[src/rtl/shifter_arbiter_pkg.sv]
// Shared definitions for the shifter arbiter: FSM states and width helper.
package shifter_arbiter_pkg;

  typedef enum logic [2:0] {
    ST_IDLE  = 3'd0,
    ST_LOAD  = 3'd1,
    ST_SHIFT = 3'd2,
    ST_DONE  = 3'd3,
    ST_DRAIN = 3'd4
  } state_t;

  // Index width for a field of n entries; never narrower than one bit.
  function automatic int cw_of(input int n);
    return (n > 1) ? $clog2(n) : 1;
  endfunction

endpackage

[src/rtl/shifter_arbiter_rr_picker.sv]
// Combinational round-robin picker: first set request at or above ptr, wrapping.
module rr_picker
  import shifter_arbiter_pkg::*;
#(
  parameter  int R  = 4,
  localparam int PW = cw_of(R)
) (
  input  logic [R-1:0]  req,
  input  logic [PW-1:0] ptr,
  output logic [R-1:0]  grant,
  output logic [PW-1:0] idx
);

  always_comb begin : pick
    logic found;
    int   j;
    grant = '0;
    idx   = '0;
    found = 1'b0;
    j     = 0;
    for (int i = 0; i < R; i++) begin
      j = int'(ptr) + i;
      if (j >= R) j = j - R;
      if (!found && req[j]) begin
        found    = 1'b1;
        grant[j] = 1'b1;
        idx      = PW'(j);
      end
    end
  end

endmodule

[src/rtl/shifter_arbiter.sv]
// Round-robin front end that shares one Shifter between R requesters and
// returns each result with a one-hot done pulse.
module shifter_arbiter
  import shifter_arbiter_pkg::*;
#(
  parameter  int N  = 8,
  parameter  int R  = 4,
  localparam int CW = cw_of(N),
  localparam int PW = cw_of(R)
) (
  input  logic          i_clock,
  input  logic          i_reset,
  input  logic [R-1:0]  i_req,
  input  logic [R*N-1:0]  i_value,
  input  logic [R-1:0]  i_direction,
  input  logic [R-1:0]  i_rotate,
  input  logic [R*CW-1:0] i_amount,
  output logic [R-1:0]  o_grant,
  output logic [R-1:0]  o_done,
  output logic [N-1:0]  o_result,
  output logic          o_busy,
  output logic          o_sh_start,
  output logic          o_sh_direction,
  output logic          o_sh_rotate,
  output logic [N-1:0]  o_sh_value,
  input  logic [N-1:0]  i_sh_value,
  input  logic          i_sh_finished
);

  state_t        state_q, state_d;
  logic [PW-1:0] ptr_q, ptr_d;
  logic [R-1:0]  win_q, win_d;
  logic [N-1:0]  val_q, val_d;
  logic          dir_q, dir_d;
  logic          rot_q, rot_d;
  logic [CW-1:0] amt_q, amt_d;
  logic [CW-1:0] cnt_q, cnt_d;
  logic          fin_seen_q, fin_seen_d;
  logic [N-1:0]  result_q, result_d;
  logic [R-1:0]  done_q, done_d;

  logic [R-1:0]  pick_grant;
  logic [PW-1:0] pick_idx;

  rr_picker #(.R(R)) u_picker (
    .req   (i_req),
    .ptr   (ptr_q),
    .grant (pick_grant),
    .idx   (pick_idx)
  );

  always_comb begin
    state_d    = state_q;
    ptr_d      = ptr_q;
    win_d      = win_q;
    val_d      = val_q;
    dir_d      = dir_q;
    rot_d      = rot_q;
    amt_d      = amt_q;
    cnt_d      = cnt_q;
    result_d   = result_q;
    done_d     = '0;
    // A finish pulse can land before DRAIN (amount N-1); remember it.
    fin_seen_d = (state_q == ST_IDLE) ? 1'b0 : (fin_seen_q | i_sh_finished);

    case (state_q)
      ST_IDLE: begin
        if (|i_req) begin
          win_d   = pick_grant;
          val_d   = i_value[int'(pick_idx)*N +: N];
          dir_d   = i_direction[pick_idx];
          rot_d   = i_rotate[pick_idx];
          amt_d   = i_amount[int'(pick_idx)*CW +: CW];
          ptr_d   = (int'(pick_idx) == R-1) ? '0 : pick_idx + PW'(1);
          state_d = ST_LOAD;
        end
      end
      ST_LOAD: begin
        cnt_d   = amt_q;
        state_d = (amt_q == '0) ? ST_DONE : ST_SHIFT;
      end
      ST_SHIFT: begin
        cnt_d = cnt_q - CW'(1);
        if (cnt_q == CW'(1)) state_d = ST_DONE;
      end
      ST_DONE: begin
        result_d = i_sh_value;
        done_d   = win_q;
        state_d  = ST_DRAIN;
      end
      ST_DRAIN: begin
        if (fin_seen_q | i_sh_finished) state_d = ST_IDLE;
      end
      default: state_d = ST_IDLE;
    endcase
  end

  always_ff @(posedge i_clock) begin
    if (i_reset) begin
      state_q    <= ST_IDLE;
      ptr_q      <= '0;
      win_q      <= '0;
      val_q      <= '0;
      dir_q      <= 1'b0;
      rot_q      <= 1'b0;
      amt_q      <= '0;
      cnt_q      <= '0;
      fin_seen_q <= 1'b0;
      result_q   <= '0;
      done_q     <= '0;
    end else begin
      state_q    <= state_d;
      ptr_q      <= ptr_d;
      win_q      <= win_d;
      val_q      <= val_d;
      dir_q      <= dir_d;
      rot_q      <= rot_d;
      amt_q      <= amt_d;
      cnt_q      <= cnt_d;
      fin_seen_q <= fin_seen_d;
      result_q   <= result_d;
      done_q     <= done_d;
    end
  end

  assign o_busy         = (state_q != ST_IDLE);
  assign o_sh_start     = (state_q == ST_LOAD);
  assign o_grant        = (state_q == ST_LOAD) ? win_q : '0;
  assign o_done         = done_q;
  assign o_result       = result_q;
  // Shifter controls only carry the latched fields while an operation is live.
  assign o_sh_direction = o_busy & dir_q;
  assign o_sh_rotate    = o_busy & rot_q;
  assign o_sh_value     = o_busy ? val_q : '0;

endmodule

[config.mk]
export PLATFORM = sky130hd
export DESIGN_NAME = shifter_arbiter
export DESIGN_NICKNAME = d
export VERILOG_FILES = /design/src/rtl/shifter_arbiter_pkg.sv /design/src/rtl/shifter_arbiter_rr_picker.sv /design/src/rtl/shifter_arbiter.sv
export SDC_FILE = /design/constraint.sdc
export NUM_CORES = 1
export LEC_CHECK = 0
export CORE_AREA = 4 4 80 82
export DETAILED_ROUTE_END_ITERATION = 12
export DIE_AREA = 0 0 84 86
export PLACE_DENSITY = 0.78
export SKIP_CTS_REPAIR_TIMING = 1
export SLEW_MARGIN = 20
export SYNTH_ARGS = -nofsm -noshare
export SYNTH_HDL_FRONTEND = slang
export SYNTH_SLANG_ARGS = --single-unit
[constraint.sdc]
create_clock -name i_clock -period 3.65 [get_ports i_clock]
set_input_delay 0.73 -clock i_clock [delete_from_list [all_inputs] [get_ports i_clock]]
set_output_delay 0.73 -clock i_clock [all_outputs]
set_load 0.05 [all_outputs]
* Word level (Yosys, flattened, before mapping)
Cells that the tools add are included.
** Operators by class
- Add/sub/neg operators :: 9
- Multipliers :: 1
- $lt $le $gt $ge :: 13
- Equal/unequal tests :: 9
- Shifts and indexed selects :: 2
- Mux-type cells :: 48
- Bitwise gates (word level) :: 7
- Reduce and logical (&&, ||, !) cells :: 19
** Operators by type and width (number)
- $ge 32x1->1 const B :: 4
- $lt 32x4->1 const B :: 4
- $mux 32 :: 4
- $ge 32x4->1 const B :: 3
- $sub 32x4->32 const B :: 3
- $shiftx 32x6->8 :: 1
- $mux 4 :: 5
- $mux 1 :: 18
- $pmux 3 s5 :: 1
- $bmux 1 s2 :: 6
- $or 4x4->4 :: 3
- $shiftx 12x5->3 :: 1
- $mux 2 :: 5
- $mux 3 :: 3
- $demux 1 s2 :: 4
- $mux 8 :: 1
- $logic_and 1x1->1 :: 7
- $add 2x2->3 const B :: 2
- $eq 3x1->1 const B :: 2
- $eq 3x2->1 const B :: 2
- $logic_not 3->1 :: 2
- $pmux 3 s2 :: 1
- $mul 2x2->4 const B :: 1
- $ne 2x2->1 const B :: 2
- 19 further kinds :: 23
** Storage, ports and cells
- Register bits after elaboration :: 38
- Input bits :: 67
- Output and inout port bits :: 28
- Word-level logic and storage cells :: 119

* Logic depth before layout (Yosys ltp)
- Word-level depth :: 17
- Depth in mapped cells :: 12
- Mapped depth without buffers :: 8

* By module
A second synthesis with hierarchy kept.
** Unflattened totals
- Cells, all modules :: 245
- Area, all modules :: 2324.7 µm²
** Modules (own cells, without submodules)
- shifter_arbiter :: times used 1, cells an instance 196, area an instance 1868.0 µm², sequential area each 760.7 µm²
- rr_picker :: times used 1, cells an instance 49, area an instance 456.7 µm², sequential area each 0.0 µm²

* Worst setup path after synthesis
No wires, ideal clock.
- Path type :: reg2out
- Start point :: register state_q[1]
- End point :: output port o_grant[0]
- Arrival :: 2.514 ns
- Path slack :: 0.406 ns
- Stages on the path, launching flop included :: 4
- Buffers on the path :: 1
- Path through :: dfxtp_1 clkbuf_1 nor3b_1 and2_1
** Between the ends
- Word-level cells in the longest chain between the ends :: 2
** Ends and longest elaborated chain
- start: declaration :: RTL line shifter_arbiter.sv:30 : state_t state_q, state_d;
- start signal: assignment :: RTL line shifter_arbiter.sv:112 : state_q <= state_d;
- $eq 3x1->1
- net o_sh_start :: RTL line shifter_arbiter.sv:22 : output logic o_sh_start,
- $mux 4 :: RTL line shifter_arbiter.sv:128 : assign o_grant = (state_q == ST_LOAD) ? win_q : '0;
- end: declaration :: RTL line shifter_arbiter.sv:18 : output logic [R-1:0] o_grant,
The timed path passes the listed nets, and every way through them passes these cells.

* Final worst setup path
- Start point :: register state_q[0]
- End point :: output port o_grant[0]
** Between the ends
- Word-level cells in the longest chain between the ends :: 2
** Ends and longest elaborated chain (RTL line)
- $eq 3x1->1 :: shifter_arbiter.sv:128
- $mux 4 :: shifter_arbiter.sv:128
Every way passes these cells.

==> metrics <==
relative slew slack=44.5%; Wirelength per Cell=14.2 um; nets@finish=449; WP data required=2920 ps; pwr dens=810 mW/mm^2; Hold WC Path Type=reg2reg; Setup Total Neg Slack=0 ps; Lkg Pwr=1.39 nW; TritonCTS clock tree=done; Port Buffer Count=94; DR vias/cell=5.23; initial DRC count=74; Finished Core Util=62.1%; DR vias=2345; Die X=84 um; CP cell instances=nor3b_1, buf_4, and2_1, clkdlybuf4s50_1; post-synthesis adder-cell area fraction=5.06%; crit path DAT=2450 ps; WHS Endpoint=val_q[7]; syn nets=366; post-route non-filler standard cell count=448; RD Place Congestion=0.800; worst-margin pin slew=829 ps; Ant. Diodes=0; yosys warns=0; global routing usage on met3=3.27%; count of different cell masters after synthesis=43; remaining antenna violation count=0; I/O pin total=95; Sink Count=38; most frequent cell after synthesis=dfxtp_1; DP HPWL=5090 um; Synth Instances=289; first-pass GRT wire length=10600 um; leading area contributor after synthesis=dfxtp_1; drt drc=0; Post-synth EDFFs=0; HP Start=val_q[7]; number of global-route vias before repair=2193; CTS buffer count=5; drt pass-1 iters=4; Hold Vio Cnt, Final=0; outcome=complete, no violations; Syn Area/Cell=8.55 sq um; core area=0.00575 sq mm; ys flop type=dfxtp_1; post-route cell area=0.00357 sq mm; top cell type's share of synthesized area=30.8%; reg2reg start=ptr_q[0]; Max Clock Skew=9.20 ps; CP max FO=7; largest net degree at the start of global routing=28; Compound-Gate Fraction of Synth Area=22.1%; Die Footprint=0.00722 sq mm; min Tclk post-route=3180 ps; nature of the critical path startpoint=register; clock tree buffer depth=2; register area=761 sq um; initial antenna violation count=0; share of layout cells above drive strength 1=6.70%; Die H=86 um; asr flop ratio synth=0%; Tcrit/Tclk final=87.1%; Top Usage Layer GRT=met2; unrepaired setup endpoints after global routing=false; final wirelength=6380 um; synth cell count leaders=dfxtp_1 (38), nor2_1 (32), mux2i_1 (23); post-synthesis mux area share=12.1%; clock latency on the worst-skew pair=290 ps; Post-Synth Simple-Gate Area=23.0%; largest family of logic cells by synthesized area=simple AND/OR/NAND/NOR gates; Seq/Total Area, Yosys=30.8%; area of the multi-input gates=0.00156 sq mm; Max rail drop VDD=0.000618 V; critical path class=reg2out; Final Max Slew Viols=0; Area Growth Syn to Fin=44.4%; Post-Synth XOR/XNOR Area=0.709%; DP Area=0.00342 sq mm; # rows=28; M1 GR Usage=23.8%; Fillers=527; Critical R2R Capture=val_q[6]; FF-to-FF path depth=8; Seq cells post-synth=38; # placed instances=440; GRT overflow=0; CTS root buffer=clkbuf_8; flop-to-flop setup slack=860 ps; CP max-delay cell=clkdlybuf4s50_1; Total GRT Usage=17.7%; clk slew on worst S/H paths=80 ps; slowest cell delay on critical path=800 ps; H-tree Lvls=2; Setup Viol. Count Final=0; cell count of the worst hold path=2; Initial Util=43.0%; crit path capture type=output port; most area-consuming cells after synthesis=dfxtp_1 (31%), mux2i_1 (9.3%), ha_1 (5.1%), nor2_1 (4.9%), and2_1 (4.6%); Cell Area, Synth=0.00247 sq mm; Max Cap Viol=0; Max Fclk=0.315 GHz; met2 GRT Util=28.9%
registers in the layout (all words and copies together) (netlist names), 2 cells and up:
| register | count |
|---|---|
| o_done | 4 |
| cnt_q | 3 |
| amt_q | 3 |
| state_q | 3 |
| win_q | 4 |
| ptr_q | 2 |
| val_q | 8 |
| o_result | 8 |
cells by family after synthesis:
family,count (synthesis)
muxes,26
buffers and inverters,31
and+or+nand+nor,108
adders and majority gates,10
DFF,38
AOI/OAI and AO/OA,74
xor gates and xnor gates,2
per-stage QoR:
step           setup WS, ps  total power, mW  hold WS, ps
2_1_floorplan           406             2.05          434
3_3_place_gp            203             2.43          449
3_5_place_dp            111             2.46          451
4_1_cts                 423             2.90          469
5_1_grt                 295             3.11          509
6_report                472             2.89          467
worst max-delay path, delay by kind of cell (launching register included):
kind / cells / cell delay, ps
simple gates: 2 / 680
buf+inv: 2 / 1040
flops: 1 / 440
metal layers:
layer  vias to the layer above  part of all wire [%]  wire [um]
li1                       1209                     -          -
met1                      1057                    45       2890
met2                        70                    49       3110
met3                         9                   4.6        292
met4                         0                   1.5         93
met5                         -                     0          0
report_power, final:
part           switching (mW)  internal [mW]  leakage, nW  total [mW]
Combinational            1.07          0.726         1.01        1.80
Clock                   0.147          0.292       0.0714       0.438
Sequential             0.0919          0.558        0.312       0.650
Total                    1.31           1.58         1.39        2.89
how the worst max path moves through the flow:
stage	from	end	slack, ps	depth (start not counted)
2_1_floorplan	state_q[1]	o_grant[0]	410	3
3_3_place_gp	i_req[1]	val_q[3]	200	7
3_5_place_dp	i_req[1]	val_q[4]	110	7
4_1_cts	i_req[1]	val_q[4]	420	7
5_1_grt	state_q[0]	o_grant[0]	290	4
6_report	state_q[0]	o_grant[0]	470	4
final cells by class:
type / instances / area share, %
repair buffers: 100 / 27.6
clock buffers: 6 / 2.31
clock inverters: 2 / 1.68
inverters: 7 / 0.736
multi-input cells: 220 / 43.7
well taps: 75 / 2.63
flip-flops and latches: 38 / 21.3
placed cells by master, fill, tap and decap left out, types with 3 or more instances in the layout:
| cell type | Yosys | routed |
|---|---|---|
| clkdlybuf4s50_1 | 0 | 94 |
| mux2i_1 | 23 | 23 |
| mux4_2 | 3 | 3 |
| o21ai_1 | 8 | 8 |
| nor2_1 | 32 | 32 |
| and3_1 | 14 | 14 |
| nor2b_1 | 3 | 3 |
| a211oi_1 | 7 | 7 |
| a221oi_1 | 5 | 5 |
| clkbuf_8 | 0 | 6 |
| inv_1 | 7 | 7 |
| and2_1 | 18 | 18 |
| ha_1 | 10 | 10 |
| buf_4 | 2 | 6 |
| nor3_1 | 5 | 5 |
| dfxtp_1 | 38 | 38 |
| a21oi_1 | 7 | 7 |
| o211ai_1 | 12 | 12 |
| o21ai_0 | 9 | 9 |
| a21boi_0 | 12 | 12 |
| nand2b_1 | 4 | 4 |
| a22oi_1 | 4 | 4 |
| nor4_1 | 3 | 3 |
| nand2_1 | 17 | 17 |
(Power assumes the default switching activity.)
